[src/rtl/midi_key_tracker.sv]
// MIDI byte-stream parser with running status that tracks up to two held keys on one channel.
// Optional MIDI_ALL_NOTES_OFF_EN: CC 0x7B on CHANNEL clears both key slots.
module midi_key_tracker #(
   parameter logic [3:0] CHANNEL = 4'd0,
   parameter logic [6:0] KEY_LO  = 7'd48,
   parameter logic [6:0] KEY_HI  = 7'd78
) (
   input  logic       clock,
   input  logic       reset_n,
   input  logic [7:0] rx_byte,
   input  logic       rx_valid,
   output logic [6:0] key1_index,
   output logic [6:0] key2_index,
   output logic       midi_ready,
   output logic [7:0] drop_count
);

   typedef enum logic [1:0] {StIdle, StWaitD1, StWaitD2} state_e;

   state_e     state_q;
   logic [7:0] status_q;
   logic [6:0] d1_q;
   logic [6:0] key1_q, key2_q;
   logic [6:0] key1_d, key2_d;
   logic       ready_q;
   logic [7:0] drop_q;

   logic is_data, msg_done, chan_ok, key_ok, note_on, note_off, one_byte;

   assign is_data  = rx_valid & ~rx_byte[7];
   assign msg_done = is_data && (state_q == StWaitD2);
   assign chan_ok  = (status_q[3:0] == CHANNEL);
   assign key_ok   = (d1_q >= KEY_LO) && (d1_q <= KEY_HI);
   assign note_on  = (status_q[7:4] == 4'h9) && (rx_byte[6:0] != 7'd0);
   assign note_off = (status_q[7:4] == 4'h8) ||
                     ((status_q[7:4] == 4'h9) && (rx_byte[6:0] == 7'd0));
   assign one_byte = (status_q[7:4] == 4'hC) || (status_q[7:4] == 4'hD);

   // Next slot contents if the byte on rx_byte completes a message.
   always_comb begin
      key1_d = key1_q;
      key2_d = key2_q;
      if (msg_done && chan_ok) begin
         if (key_ok && note_on) begin
            if ((d1_q != key1_q) && (d1_q != key2_q)) begin
               if (key1_q == 7'd0) key1_d = d1_q;
               else                key2_d = d1_q;
            end
         end else if (key_ok && note_off) begin
            if (d1_q == key1_q) begin
               key1_d = key2_q;
               key2_d = 7'd0;
            end else if (d1_q == key2_q) begin
               key2_d = 7'd0;
            end
         end
`ifdef MIDI_ALL_NOTES_OFF_EN
         else if ((status_q[7:4] == 4'hB) && (d1_q == 7'h7B)) begin
            key1_d = 7'd0;
            key2_d = 7'd0;
         end
`endif
      end
   end

   always_ff @(posedge clock or negedge reset_n) begin
      if (!reset_n) begin
         state_q  <= StIdle;
         status_q <= 8'h00;
         d1_q     <= 7'd0;
         key1_q   <= 7'd0;
         key2_q   <= 7'd0;
         ready_q  <= 1'b0;
         drop_q   <= 8'd0;
      end else begin
         ready_q <= 1'b0;
         // Realtime bytes (0xF8-0xFF) fall through untouched, even mid-message.
         if (rx_valid && (rx_byte < 8'hF8)) begin
            if (rx_byte >= 8'hF0) begin
               status_q <= 8'h00;
               state_q  <= StIdle;
            end else if (rx_byte[7]) begin
               status_q <= rx_byte;
               state_q  <= StWaitD1;
            end else begin
               case (state_q)
                  StIdle: begin
                     if (drop_q != 8'hFF) drop_q <= drop_q + 8'd1;
                  end
                  StWaitD1: begin
                     d1_q <= rx_byte[6:0];
                     if (!one_byte) state_q <= StWaitD2;
                  end
                  StWaitD2: begin
                     state_q <= StWaitD1;
                     key1_q  <= key1_d;
                     key2_q  <= key2_d;
                     ready_q <= (key1_d != key1_q) || (key2_d != key2_q);
                  end
                  default: state_q <= StIdle;
               endcase
            end
         end
      end
   end

   assign key1_index = key1_q;
   assign key2_index = key2_q;
   assign midi_ready = ready_q;
   assign drop_count = drop_q;

endmodule

[config.mk]
export PLATFORM = sky130hd
export DESIGN_NAME = midi_key_tracker
export DESIGN_NICKNAME = d
export VERILOG_FILES = /design/src/rtl/midi_key_tracker.sv
export SDC_FILE = /design/constraint.sdc
export NUM_CORES = 1
export LEC_CHECK = 0
export CAP_MARGIN = 25
export CORE_ASPECT_RATIO = 1.1
export CORE_MARGIN = 2
export CORE_UTILIZATION = 58
export CTS_CLUSTER_SIZE = 12
export DETAILED_ROUTE_END_ITERATION = 10
export PLACE_DENSITY = 0.93
export SLEW_MARGIN = 15
export SYNTH_ARGS = -nofsm -noshare
export SYNTH_HDL_FRONTEND = slang
export SYNTH_SLANG_ARGS = --single-unit
[constraint.sdc]
create_clock -name clock -period 6.78 [get_ports clock]
set_input_delay 1.356 -clock clock [delete_from_list [all_inputs] [get_ports clock]]
set_output_delay 1.356 -clock clock [all_outputs]
set_load 0.02 [all_outputs]
==> results of run 1 <==
[sequential cells by signal, indices dropped and copies added, names as in the netlist]
| name | flops |
|---|---|
| drop_count | 8 |
| key2_index | 7 |
| midi_ready | 1 |
| key1_index | 7 |
| status_q | 8 |
| state_q | 2 |
| d1_q | 7 |
[layer usage]
metal | up-vias | global-route usage | routed length, µm
li1 | 933 | - | -
met1 | 962 | 0.369 | 2240
met5 | - | 0 | 0
met4 | 0 | 0.0845 | 112
met3 | 11 | 0.0438 | 386
met2 | 86 | 0.446 | 2690
[cell families after synthesis]
logic type	after synthesis
and+or+nand+nor	95
DFF	40
muxes	9
adders and majority gates	1
buffers and inverters	20
xor gates and xnor gates	25
AOI/OAI and AO/OA	53
[placed cells by master (no fill, tap or decap), types with 3 or more instances in the layout]
master / n
xor2_1: 8
a22o_1: 3
clkdlybuf4s50_1: 32
nand3_1: 8
nand2_1: 41
dfrtp_1: 40
inv_1: 8
nor4_1: 3
nand2b_1: 3
a21oi_1: 8
nor3b_1: 3
clkbuf_8: 5
nand4_1: 8
nor2_1: 9
o21ai_0: 20
xnor2_1: 17
and3_1: 3
mux2_2: 9
a31oi_1: 3
nor3_1: 3
[path summary, 6_finish.rpt]
kind                                 end          start  slack (ns)  cells after the start
max                        key1_index[0]     rx_byte[7]        2.63                      7
min                        drop_count[6]  drop_count[6]        0.50                      1
max reg2reg                key1_index[0]    status_q[1]        3.96                      6
min reg2reg                drop_count[6]  drop_count[6]        0.50                      1
max in group asynchronous     midi_ready        reset_n        5.07                      1
min in group asynchronous    status_q[7]        reset_n        1.17                      1
[power by group]
| part | internal (mW) | switching [mW] |
|---|---|---|
| Clock | 0.109 | 0.0842 |
| Combinational | 0.0889 | 0.0830 |
| Sequential | 0.274 | 0.0697 |
| Total | 0.473 | 0.237 |
[cell usage after synthesis (8+ instances only)]
cell type and number:
nand2_1 41, clkbuf_1 10, nand4_1 8, dfrtp_1 40, inv_1 8, nand3_1 8
nor2_1 9, xor2_1 8, mux2_2 9, o21ai_0 20, xnor2_1 17, a21oi_1 8
[worst max-delay path, stage by stage]
cell and delay (ns):
clkdlybuf4s50_1 0.57, or4_4 0.61, nor4_4 0.35, nand3_1 0.37, nor3b_1 0.75, nor3_1 0.11, a211oi_1 0.24
[cell type report]
type,instances,share of cell area
timing repair buffer,35,0.124
clock buffer,6,0.0265
inverter,8,0.0110
clock inverter,2,0.0128
sequential,40,0.366
tap,50,0.0229
multi-input combinational,183,0.437
[through the flow]
step	hold slack (ns)	setup slack (ns)	power [mW]	instance area, µm²
after global placement	0.467	2.47	0.510	2620
after floorplan	0.452	3.12	0.448	2270
after detailed placement	0.489	2.40	0.518	2620
after CTS	0.500	2.68	0.709	2720
after global routing	0.520	2.36	0.744	2740
final	0.498	2.63	0.709	2740
==> impl_metrics.csv, run 1 <==
group,metric,value,unit
outcome,status,"complete, no violations",
logic_synthesis,ys_types,48,
clock_network,cts.htree.levels,2,
floorplanning,num_io_pins,34,
clock_network,cts_tree,"done",
logic_synthesis,yosys.area_share.simple,0.227,
sta,finClkSkew,0.00632,ns
clock_network,clk_path_buf_depth,2,
floorplanning,rows,23,
floorplanning,die-area,4440,µm²
pwr,ir_drop,0.212,mV
routing,vias,1992,
sta,slew_headroom,0.424,
run,maxCapViolCount,0,
global_routing,grt_pass1_vias,1838,
place,gp_congestion,0.921,
logic_synthesis,synthCells,243,
cells_and_area,drive_gt1_frac,0.0949,
logic_synthesis,synth_compound_area_frac,0.150,
logic_synthesis,ys_async_sr_fraction,1.00,
logic_synthesis,synth_top_family_by_area,"simple AND/OR/NAND/NOR gates",
logic_synthesis,ys_ff_latch,40,
cells_and_area,stdcell_count,324,
cells_and_area,fillers,269,
routing,drcViolationCount,0,
logic_synthesis,netlist.area_leader.share,0.440,
logic_synthesis,synthMuxAreaShare,0.0446,
clock_network,clkTransAtPathRegs,0.08,ns
logic_synthesis,synthTopCellsByArea,"dfrtp_1 (44%), nand2_1 (6.8%), xnor2_1 (6.5%)",
routing,drt-pass1-iter-count,4,
sta,timing.fmax,0.241,GHz
sta,period_minus_slack,4.15,ns
logic_synthesis,yosysTopAreaCell,"dfrtp_1",
global_routing,grt_usage,0.272,
routing,viasPerCell,6.15,
setup_path,cp.required,6.98,ns
global_routing,antenna_found_initial,0,
global_routing,grt_start_max_net_pins,41,
global_routing,grt_pass1_wl,9.31,mm
clock_network,post_cts_resize_count,0,
logic_synthesis,synth-main-ff-cell,"dfrtp_1",
sta,slew_viol_final,0,
setup_path,worstSetupPathType,"in -> reg",
logic_synthesis,synthesis.area,2270,µm²
logic_synthesis,synth.yosys.seq_area_share,0.440,
clock_network,post_cts_buffers,0,
logic_synthesis,synthXorXnorAreaFrac,0.0963,
place,post-dp-hpwl,3.90,mm
cells_and_area,regArea,1000,µm²
floorplanning,die_h,69.7,µm
logic_synthesis,synth_edf_count,0,
setup_path,path_max_fanout,12,
floorplanning,initial_utilization,0.612,
cells_and_area,syn_to_final_growth,20.3,%
logic_synthesis,yosys_warnings,0,
routing,wl_per_cell,16.7,µm
cells_and_area,final_core_util,0.737,
logic_synthesis,syn-num-nets,255,
routing,drtAntennaViolNets,0,
clock_network,cts.sinks,40,
cells_and_area,fin_nets,285,
sta,finalCritPeriodShare,0.613,
sta,setup_viol,0,
floorplanning,core_area,3710,µm²
pwr,leakagePower,1.11,nW
clock_network,cts-root-buf,"clkbuf_8",
routing,first_iter_violations,150,
place,port_buffers,33,
clock_network,hold_buffers,0,
clock_network,insertion_delay,0.30,ns
setup_path,critPathCaptureType,"register",
cells_and_area,antenna_cells,0,
floorplanning,die_w,63.7,µm
place,post-place-cells,315,
clock_network,cts_inserted_buffers,5,
routing,routed_wl,5.43,mm
setup_path,start_kind,"primary input",
worst_hold_path,min_path_type,"reg -> reg",
logic_synthesis,synth-adder-area-share,0.00550,
sta,hold_viol_final,0,
sta,timing.setup.tns,0,ns
global_routing,overflow,0,
cells_and_area,multi_input_area,1200,µm²
setup_path,arrival,4.36,ns
sta,rsz0062_at_grt,"no",
pwr,power.density,259,nW/µm²
logic_synthesis,syn_area_per_cell,9.36,µm²
sta,tightest_slew,0.864,ns
Power figures use the tool's default switching activity.
==> inputs of run 2 (changes only) <==
--- a/config.mk
+++ b/config.mk
@@ -8,10 +8,10 @@
 export CAP_MARGIN = 25
 export CORE_ASPECT_RATIO = 1.1
 export CORE_MARGIN = 2
-export CORE_UTILIZATION = 58
+export CORE_UTILIZATION = 49
 export CTS_CLUSTER_SIZE = 12
 export DETAILED_ROUTE_END_ITERATION = 10
-export PLACE_DENSITY = 0.93
+export PLACE_DENSITY = 0.84
 export SLEW_MARGIN = 15
 export SYNTH_ARGS = -nofsm -noshare
 export SYNTH_HDL_FRONTEND = slang
==> constraint.sdc (replaced) <==
create_clock -name clock -period 3.6 [get_ports clock]
set_input_delay 0.72 -clock clock [delete_from_list [all_inputs] [get_ports clock]]
set_output_delay 0.72 -clock clock [all_outputs]
set_load 0.02 [all_outputs]
==> impl_metrics.csv, run 2 (synthesis results as in run 1) <==
group,metric,value,unit
outcome,status,"complete, no violations",
setup_path,critPathMaxStageDelay,0.57,ns
pwr,p_int,0.858,mW
global_routing,grt_pass1_vias,1894,
cells_and_area,antenna_cells,0,
setup_path,start_kind,"primary input",
cells_and_area,layout_commonest_cell,"nand2_1",
routing,vias,2008,
cells_and_area,fin_nets,291,
clock_network,cts_inserted_buffers,5,
sta,finClkSkew,0.00686,ns
routing,drtAntennaViolNets,0,
routing,drcViolationCount,0,
routing,drt-pass1-iter-count,5,
floorplanning,initial_utilization,0.499,
place,port_buffers,33,
routing,viasPerCell,5.99,
clock_network,insertion_delay,0.29,ns
sta,hold_viol_final,0,
floorplanning,rows,26,
sta,finalCritPeriodShare,0.886,
global_routing,overflow,0,
sta,tightest_slew,0.876,ns
cells_and_area,fillers,389,
global_routing,antenna_found_initial,0,
sta,slew_viol_final,0,
place,post-dp-hpwl,3.96,mm
cells_and_area,layout_common_cells,"nand2_1 (41), dfrtp_1 (40), clkdlybuf4s50_1 (32)",
cells_and_area,syn_to_final_growth,22.0,%
global_routing,grt_usage,0.239,
setup_path,r2r_cells,7,
floorplanning,core_area,4550,µm²
cells_and_area,stdcell_count,335,
clock_network,clkTransAtPathRegs,0.07,ns
setup_path,arrival,3.37,ns
routing,wl_per_cell,16.3,µm
sta,timing.setup.tns,0,ns
pwr,sw_frac_of_total,0.336,
clock_network,cts_tree,"done",
setup_path,cp.required,3.78,ns
sta,rsz0062_at_grt,"no",
clock_network,post_cts_resize_count,0,
pwr,ir_drop,0.280,mV
pwr,p_sw,0.434,mW
sta,period_minus_slack,3.19,ns
floorplanning,die_w,68.9,µm
setup_path,slowest_stage,"or4_4",
worst_hold_path,min_path_type,"reg -> reg",
pwr,power.density,466,nW/µm²
clock_network,cts-root-buf,"clkbuf_8",
setup_path,cpMostUsedCell,"a211o_1",
sta,setup_viol,0,
setup_path,worstSetupPathType,"in -> reg",
floorplanning,die_h,75.4,µm
routing,routed_wl,5.48,mm
setup_path,path_max_fanout,8,
clock_network,cts.sinks,40,
worst_hold_path,whs_path_depth,2,
routing,first_iter_violations,302,
clock_network,cts.htree.levels,2,
clock_network,hold_buffers,0,
setup_path,critPathCaptureType,"register",
clock_network,post_cts_buffers,0,
place,post-place-cells,328,
pwr,seqPwrFrac,0.499,
floorplanning,num_io_pins,34,
setup_path,timing.critical_path.cells,"clkdlybuf4s50_1, or4_4, nor4_4, and3_4, nor4b_4, nand2_1, a211o_1, a211o_1",
floorplanning,die-area,5200,µm²
cells_and_area,drive_gt1_frac,0.111,
pwr,leakagePower,1.13,nW
place,gp_congestion,0.913,
pwr,pwr-share-comb,0.255,
global_routing,grt_pass1_wl,9.10,mm
sta,timing.fmax,0.313,GHz
sta,slew_headroom,0.416,
run,maxCapViolCount,0,
global_routing,grt_start_max_net_pins,41,
pwr,clockPowerShare,0.246,
clock_network,clk_path_buf_depth,2,
## run 2: cell type report
class / count / area, µm² / share of cell area
Multi-Input combinational cell: 183 / 1190 / 0.429
Inverter: 8 / 30.0 / 0.0108
Timing Repair Buffer: 41 / 385 / 0.139
Sequential cell: 40 / 1000 / 0.361
Tap cell: 56 / 70.1 / 0.0253
Clock buffer: 7 / 96.3 / 0.0347
## run 2: path summary, 6_finish.rpt
check | from | endpoint | slack (ns)
min | status_q[0] | status_q[0] | 0.49
min in group asynchronous | reset_n | status_q[3] | 0.54
max reg2reg | d1_q[0] | midi_ready | 0.81
max in group asynchronous | reset_n | d1_q[4] | 2.50
max | rx_byte[7] | midi_ready | 0.41
min reg2reg | status_q[0] | status_q[0] | 0.49
## run 2: through the flow
| stage | worst slack, ns | hold WS, ns | utilization | total power, mW | instance area [µm²] |
|---|---|---|---|---|---|
| after floorplan | 0.578 | 0.424 | - | 0.843 | 2270 |
| after global placement | 0.243 | 0.474 | 0.588 | 0.959 | 2680 |
| after detailed placement | 0.130 | 0.484 | 0.588 | 0.977 | 2680 |
| after CTS | 0.425 | 0.501 | 0.609 | 1.30 | 2770 |
| after global routing | 0.296 | 0.523 | 0.609 | 1.36 | 2770 |
| final | 0.410 | 0.492 | 0.609 | 1.29 | 2770 |
## run 2: critical path, delay by kind of cell
family | cells | cell delay, ns
AOI/OAI and AO/OA | 2 | 0.55
and+or+nand+nor | 5 | 1.63
buffers and inverters | 1 | 0.45
## run 2: power by group through the flow
stage	logic, mW	registers, mW	clock network, mW
floorplan	0.246	0.597	0
global placement	0.315	0.644	0
detailed placement	0.328	0.649	0
CTS	0.330	0.640	0.328
global route	0.360	0.657	0.346
finish	0.329	0.645	0.318
## run 2: metal layers
| layer | GRT usage | share of wire | vias to the layer above |
|---|---|---|---|
| met2 | 0.368 | 0.49 | 98 |
| met5 | 0 | 0 | - |
| met4 | 0.120 | 0.027 | 0 |
| met3 | 0.0576 | 0.070 | 15 |
| met1 | 0.317 | 0.41 | 959 |
| li1 | - | - | 936 |
==> inputs of run 3 (changes only) <==
--- a/config.mk
+++ b/config.mk
@@ -12,7 +12,7 @@
 export CTS_CLUSTER_SIZE = 12
 export DETAILED_ROUTE_END_ITERATION = 10
 export PLACE_DENSITY = 0.84
-export SLEW_MARGIN = 15
+export SLEW_MARGIN = 20
 export SYNTH_ARGS = -nofsm -noshare
 export SYNTH_HDL_FRONTEND = slang
 export SYNTH_SLANG_ARGS = --single-unit
==> results of run 3 <==
No change in the layout: final DEF, timing and power equal those of run 2.
